===== config.mk =====
export PLATFORM = sky130hd
export DESIGN_NAME = exp4_unidade_controle
export DESIGN_NICKNAME = d
export VERILOG_FILES = /design/src/rtl/exp4_unidade_controle_pkg.sv /design/src/rtl/exp4_contador_timeout.sv /design/src/rtl/exp4_unidade_controle.sv
export SDC_FILE = /design/constraint.sdc
export NUM_CORES = 1
export LEC_CHECK = 0
export ABC_AREA = 1
export CAP_MARGIN = 10
export CORE_AREA = 4 4 41 43
export CTS_CLUSTER_SIZE = 10
export DETAILED_ROUTE_END_ITERATION = 12
export DIE_AREA = 0 0 45 47
export PLACE_DENSITY = 0.62
export SLEW_MARGIN = 20
export SYNTH_ARGS = -nofsm -noshare
export SYNTH_HDL_FRONTEND = slang
export SYNTH_SLANG_ARGS = --single-unit

===== constraint.sdc =====
create_clock -name clock -period 1.75 [get_ports clock]
set_input_delay 0.35 -clock clock [delete_from_list [all_inputs] [get_ports clock]]
set_output_delay 0.35 -clock clock [all_outputs]
set_load 0.02 [all_outputs]

===== src/rtl/exp4_unidade_controle_pkg.sv =====
// Shared definitions for the Experiment 4 control unit: state codes (also shown
// on the debug 7-seg display), the output bundle and its decode from state, and
// the default wait-timeout length used when EXP4_TIMEOUT_EN is defined.
package exp4_unidade_controle_pkg;

   // Default number of cycles allowed in espera before giving up (must be >= 2).
   localparam int TIMEOUT_CYCLES_DEFAULT = 3000;

   // State codes double as the db_estado debug value.
   typedef enum logic [3:0] {
      INICIAL     = 4'h0,
      PREPARACAO  = 4'h1,
      ESPERA      = 4'h2,
      REGISTRA    = 4'h4,
      COMPARACAO  = 4'h5,
      PROXIMO     = 4'h6,
      FIM_ACERTOU = 4'hA,
      FIM_TIMEOUT = 4'hD,
      FIM_ERROU   = 4'hE
   } estado_t;

   // Moore outputs common to every build; timeout is handled separately in the top.
   typedef struct packed {
      logic zera_c;
      logic conta_c;
      logic zera_r;
      logic registra_r;
      logic pronto;
      logic acertou;
      logic errou;
   } saidas_t;

   // Output decode for a given state.
   function automatic saidas_t decodifica(input estado_t e);
      saidas_t s;
      s = '0;
      case (e)
         PREPARACAO:  begin s.zera_c = 1'b1; s.zera_r = 1'b1; end
         REGISTRA:    s.registra_r = 1'b1;
         PROXIMO:     s.conta_c    = 1'b1;
         FIM_ACERTOU: begin s.pronto = 1'b1; s.acertou = 1'b1; end
         FIM_ERROU:   begin s.pronto = 1'b1; s.errou   = 1'b1; end
         FIM_TIMEOUT: s.pronto = 1'b1;
         default:     ;
      endcase
      return s;
   endfunction

endpackage


===== src/rtl/exp4_contador_timeout.sv =====
// Wait counter for the espera state: synchronous clear, free increment otherwise,
// and a terminal flag when the count reaches TIMEOUT_CYCLES-1.
// Only present when EXP4_TIMEOUT_EN is defined.
`ifdef EXP4_TIMEOUT_EN
module exp4_contador_timeout
   import exp4_unidade_controle_pkg::*;
#(
   parameter int TIMEOUT_CYCLES = TIMEOUT_CYCLES_DEFAULT
)(
   input  logic clock,
   input  logic reset,
   input  logic i_limpa,
   output logic o_fim
);

   localparam int W = (TIMEOUT_CYCLES > 1) ? $clog2(TIMEOUT_CYCLES) : 1;

   logic [W-1:0] r_contagem;

   // Count every cycle unless reset or told to clear.
   always_ff @(posedge clock) begin
      if (!reset || i_limpa) r_contagem <= '0;
      else                   r_contagem <= r_contagem + W'(1);
   end

   assign o_fim = (r_contagem == W'(TIMEOUT_CYCLES - 1));

endmodule
`endif


===== src/rtl/exp4_unidade_controle.sv =====
// Control unit for the Experiment 4 memory-sequence game: a Moore FSM that
// sequences one round of 16 plays against the data-flow block and reports
// hit/miss. Define EXP4_TIMEOUT_EN to add the espera timeout (fim_timeout state).
module exp4_unidade_controle
   import exp4_unidade_controle_pkg::*;
#(
   parameter int TIMEOUT_CYCLES = TIMEOUT_CYCLES_DEFAULT
)(
   input  logic       clock,
   input  logic       reset,
   input  logic       iniciar,
   input  logic       jogada_feita,
   input  logic       igual,
   input  logic       fimC,
   output logic       zeraC,
   output logic       contaC,
   output logic       zeraR,
   output logic       registraR,
   output logic       pronto,
   output logic       acertou,
   output logic       errou,
   output logic       timeout,
   output logic [3:0] db_estado
);

   estado_t r_estado;
   estado_t w_proximo;
   saidas_t r_saidas;

`ifdef EXP4_TIMEOUT_EN
   logic w_limpa_espera;
   logic w_fim_espera;
   logic r_timeout;

   // The counter only runs while waiting for a play.
   assign w_limpa_espera = (r_estado != ESPERA);

   exp4_contador_timeout #(
      .TIMEOUT_CYCLES (TIMEOUT_CYCLES)
   ) u_contador_timeout (
      .clock   (clock),
      .reset   (reset),
      .i_limpa (w_limpa_espera),
      .o_fim   (w_fim_espera)
   );
`endif

   // Next-state logic; strobes arriving outside espera are simply not looked at.
   always_comb begin
      // NOTE: default assignment first so every path writes w_proximo and no latch is inferred.
      w_proximo = r_estado;
      case (r_estado)
         INICIAL:     if (iniciar) w_proximo = PREPARACAO;
         PREPARACAO:  w_proximo = ESPERA;
         ESPERA: begin
            if (jogada_feita) w_proximo = REGISTRA;
`ifdef EXP4_TIMEOUT_EN
            else if (w_fim_espera) w_proximo = FIM_TIMEOUT;
`endif
         end
         REGISTRA:    w_proximo = COMPARACAO;
         COMPARACAO: begin
            if (!igual)     w_proximo = FIM_ERROU;
            else if (fimC)  w_proximo = FIM_ACERTOU;
            else            w_proximo = PROXIMO;
         end
         PROXIMO:     w_proximo = ESPERA;
         FIM_ACERTOU: if (iniciar) w_proximo = PREPARACAO;
         FIM_ERROU:   if (iniciar) w_proximo = PREPARACAO;
`ifdef EXP4_TIMEOUT_EN
         FIM_TIMEOUT: if (iniciar) w_proximo = PREPARACAO;
`endif
         default:     w_proximo = INICIAL;
      endcase
   end

   // State register with outputs registered from the next state, so they track the state exactly.
   always_ff @(posedge clock) begin
      // NOTE: non-blocking assignments keep all registers updating from the same pre-edge values.
      if (!reset) begin
         r_estado <= INICIAL;
         r_saidas <= '0;
`ifdef EXP4_TIMEOUT_EN
         r_timeout <= 1'b0;
`endif
      end else begin
         r_estado <= w_proximo;
         r_saidas <= decodifica(w_proximo);
`ifdef EXP4_TIMEOUT_EN
         r_timeout <= (w_proximo == FIM_TIMEOUT);
`endif
      end
   end

   assign zeraC     = r_saidas.zera_c;
   assign contaC    = r_saidas.conta_c;
   assign zeraR     = r_saidas.zera_r;
   assign registraR = r_saidas.registra_r;
   assign pronto    = r_saidas.pronto;
   assign acertou   = r_saidas.acertou;
   assign errou     = r_saidas.errou;
   assign db_estado = r_estado;

`ifdef EXP4_TIMEOUT_EN
   assign timeout = r_timeout;
`else
   assign timeout = 1'b0;
`endif

endmodule


### Word level (Yosys, flattened, before mapping)

Cells that the tools add are included.

* input bits: 6
* output and inout port bits: 12
* bits in registers: 10
* word-level logic and storage cells: 35

* equal/unequal tests: 13
* muxes and demuxes: 11
* reduce and logical (&&, ||, !) cells: 4

Operators by type and width (number)
* 4-bit by 3-bit equality test with 1-bit output (second input constant): 5
* 4-bit equality test (second input constant): 5
* 4-bit one-hot mux with 5 select lines: 1
* 4-bit two-way mux: 4
* 4-bit by 1-bit equality test with 1-bit output (second input constant): 2
* 1-bit two-way mux: 6
* 3-bit OR reduction: 2
* 4-bit by 2-bit equality test with 1-bit output (second input constant): 1
* 4-bit logical NOT: 1
* 2-bit OR reduction: 1

### Longest topological paths before layout

* depth after elaboration: 6
* mapped depth: 8
* gate-level depth less buffers: 8

### Least setup slack after synthesis

Ideal clock, no wire load.

* path kind: register -> register
* start: register r_estado[2], in the netlist db_estado[2]
* end: register r_saidas, in the netlist contaC
* path buffers: 0
* setup time: 0.114 ns
* cell stages (with the launch flop): 8
* arrival: 1.006 ns
* slack: 0.630 ns
* clock period less this slack: 1.120 ns
* cells stage by stage: dfxtp_1 inv_1 nor2_2 o211ai_1 nand2_2 inv_1 nand3_2 nor2_2

* longest elaborated chain between the ends: 5
* elaborated cells on any way between the ends: 15
* those cells by class: eq/ne: 8; mux: 4; reduce/logical: 3

RTL lines
* start, declared: line exp4_unidade_controle.sv:26 `estado_t r_estado;`
* start signal, assigned: line exp4_unidade_controle.sv:87 `r_estado <= w_proximo;`
* 4-bit equality test, or another cell as far along: line exp4_unidade_controle.sv:52 `case (r_estado)`
* 3-bit OR reduction (no source line) / 2-bit OR reduction (equally long branches)
* 4-bit one-hot mux with 5 select lines (*): line exp4_unidade_controle.sv:52
* 4-bit by 3-bit equality test with 1-bit output (*): line exp4_unidade_controle_pkg.sv:37 `case (e)`
* 1-bit two-way mux (*): line exp4_unidade_controle_pkg.sv:37
* end signal, assigned: line exp4_unidade_controle.sv:88 `r_saidas <= decodifica(w_proximo);`
* end, declared: line exp4_unidade_controle.sv:28 `saidas_t r_saidas;`

Mark *: on every way between the ends. The rest lies on a longest branch, timed or not.
A chain may end at the register's enable or synchronous reset.

### Final worst setup path

* start: register r_estado[1], in the netlist db_estado[1]
* end: output db_estado[1]

RTL lines
* end, declared: line exp4_unidade_controle.sv:23 `output logic [3:0] db_estado`

No word-level cell between the ends.

==> results <==
cell type report:
cell class / count / area [um^2] / share of cell area
Sequential cell: 10 / 200 / 0.301
Multi-Input combinational cell: 33 / 186 / 0.281
Timing Repair Buffer: 16 / 163 / 0.245
Inverter: 16 / 60.1 / 0.0904
Clock buffer: 4 / 36.3 / 0.0546
Tap cell: 15 / 18.8 / 0.0282
sequential cells by signal, summed over array words and instances, names as in the netlist:
| register | cells |
|---|---|
| contaC | 1 |
| pronto | 1 |
| registraR | 1 |
| zeraR | 1 |
| db_estado | 4 |
| errou | 1 |
| acertou | 1 |
path summary, 6_finish.rpt:
check / from / endpoint / slack, ns
setup / recovery: db_estado[1] / db_estado[1] / 0.08
hold / removal: db_estado[0] / zeraR / 0.60
setup reg to reg: db_estado[2] / contaC / 0.62
hold reg to reg: db_estado[0] / zeraR / 0.60
worst register-to-register path, delay by kind of cell, from the launching register on:
kind	cells	cell delay (ns)
buf+inv	2	0.12
flops	1	0.41
simple gates	4	0.36
compound gates	1	0.13
through the flow:
step | std cells | utilization
2_1_floorplan | 61 | -
3_3_place_gp | 90 | 0.481
3_5_place_dp | 90 | 0.481
4_1_cts | 94 | 0.509
5_1_grt | 94 | 0.511
6_report | 94 | 0.511
synthesized netlist by cell type (all sizes together):
master,number
nand4,1
nand3,6
nand2,8
buf,2
a21oi,1
o21ai,3
conb,1
inv,16
o211ai,2
nor2,11
dfxtp,10
cell families (layout without fill, tap and decap cells):
logic type | Yosys count | count (layout)
flip-flops | 10 | 10
buffers and inverters | 18 | 36
AO/OA/AOI/OAI | 6 | 6
AND/OR/NAND/NOR | 26 | 26
other | 1 | 1
where the power goes:
part           switching, mW  internal, mW
Combinational         0.0743        0.0573
Sequential            0.0105         0.240
Clock                 0.0842         0.126
Total                  0.169         0.424
repair_timing:
item | in CTS | in global routing
hold buffers | 0 | 0
setup endpoints to repair | 0 | 1
gates resized for setup | 0 | 1
routing by layer:
metal  vias up  global-route usage  routed length, um
li1        219                   -                  -
met5         -                   0                  0
met1       176               0.140                455
met3         0              0.0345                 91
met2        21               0.147                400
met4         0              0.0526                  0
==> flow_metrics.py <==
metrics = {
    "outcome": {
        "status": "completed",
    },
    "timing": {
        "fin_crit_sh": 0.955,
        "min_period_ns": 1.67,
        "clock.fmax_mhz": 598,
        "final.setup.worst_slack_ns": 0.0782,
        "clock_skew_ns": 0.00577,
        "finalSetupViolations": 0,
        "finalHoldViolCount": 0,
        "finalSetupTns_ns": 0,
        "rsz0062_at_grt": "false",
        "holdWs_ns": 0.598,
        "slew_violations": 0,
    },
    "setup_path": {
        "crit_family": "buffers and inverters",
        "worst-setup-path-type": "register to output pin",
        "reg2reg_depth": 7,
        "critPathMaxFanout": 4,
        "slowest_stage": "clkdlybuf4s50_1",
        "cp_cell_sequence": "clkdlybuf4s50_1",
        "worstPathArrival_ns": 1.32,
        "required_ns": 1.40,
        "cp-end-kind": "output pin",
        "cpPeakStageDelay_ns": 0.64,
        "cp.depth": 1,
        "crit_path_start_kind": "register",
        "crit_buf_inv": 1,
    },
    "power": {
        "power_density_nw_per_um2": 892,
        "p_leak_nw": 0.336,
        "peakVddDrop_uv": 488,
        "power_mw": 0.593,
    },
    "clocking": {
        "ctsLongestPathBuffers": 2,
        "cts_tree": "built",
        "cts.sinks": 10,
        "postCtsSetupRepairBufs": 0,
        "cts_root_buf": "clkbuf_4",
        "clk_latency_ns": 0.27,
        "htreeDepth": 1,
        "cts_buffers": 3,
        "path_clk_slew_ns": 0.07,
    },
    "synth": {
        "yosys.area.top_type": "dfxtp_1",
        "yosys.area_share.adder": 0,
        "yosys.area.top_type_share": 0.434,
        "synth-seq-cells": 10,
        "syn_avg_cell_area_um2": 7.57,
        "yosysUniqueCellTypes": 17,
        "synth-simple-area-share": 0.320,
        "synth_seq_area_share": 0.434,
        "netlist_area_um2": 462,
        "synth_mux_area_frac": 0,
        "syn-num-nets": 67,
        "synth_xor_area_frac": 0,
        "synthTopCellsByArea": "dfxtp_1, inv_1, nor2_1",
        "syn_inst": 61,
        "synth_top_family_by_area": "simple AND/OR/NAND/NOR gates",
        "synth_compound_area_frac": 0.0759,
        "synth-warning-count": 0,
    },
    "placement": {
        "place_congestion": 0.846,
        "dp_slack_ns": 0.320,
        "dp.final_hpwl_um": 726,
        "placed_area_um2": 626,
        "portBuffers": 16,
    },
    "global_routing": {
        "first_global_vias": 375,
        "grt_pass1_wl_um": 1550,
        "grt-ovfl-total": 0,
        "grt_max_degree": 7,
        "track_usage": 0.104,
        "antenna_found_initial": 0,
    },
    "cells_and_area": {
        "fin_area_um2": 664,
        "drive_gt1_frac": 0.228,
        "syn_to_final_growth_pct": 43.9,
        "fill_cells": 134,
        "antennaDiodeCount": 0,
        "fin_nets": 86,
        "layout_common_cells": "clkdlybuf4s50_1, inv_1, dfxtp_1",
        "final_common_cell": "clkdlybuf4s50_1",
    },
    "die": {
        "die-area_um2": 2120,
        "dieWidth_um": 45,
        "core-area_um2": 1300,
        "die_h_um": 47,
        "initial_core_util": 0.355,
        "ios": 18,
        "rows": 13,
    },
    "routing": {
        "first_pass_iters": 4,
        "avgViaCountPerCell": 4.43,
        "num_vias": 416,
        "wl_um": 947,
        "first_iter_violations": 6,
        "drc": 0,
        "wire_per_inst_um": 10.1,
        "ant_nets": 0,
    },
    "hold_path": {
        "hp-class": "register to register",
        "hold_path_depth": 2,
    },
    "flow_run": {
        "cap_violations": 0,
    },
}
(Power assumes the default switching activity.)
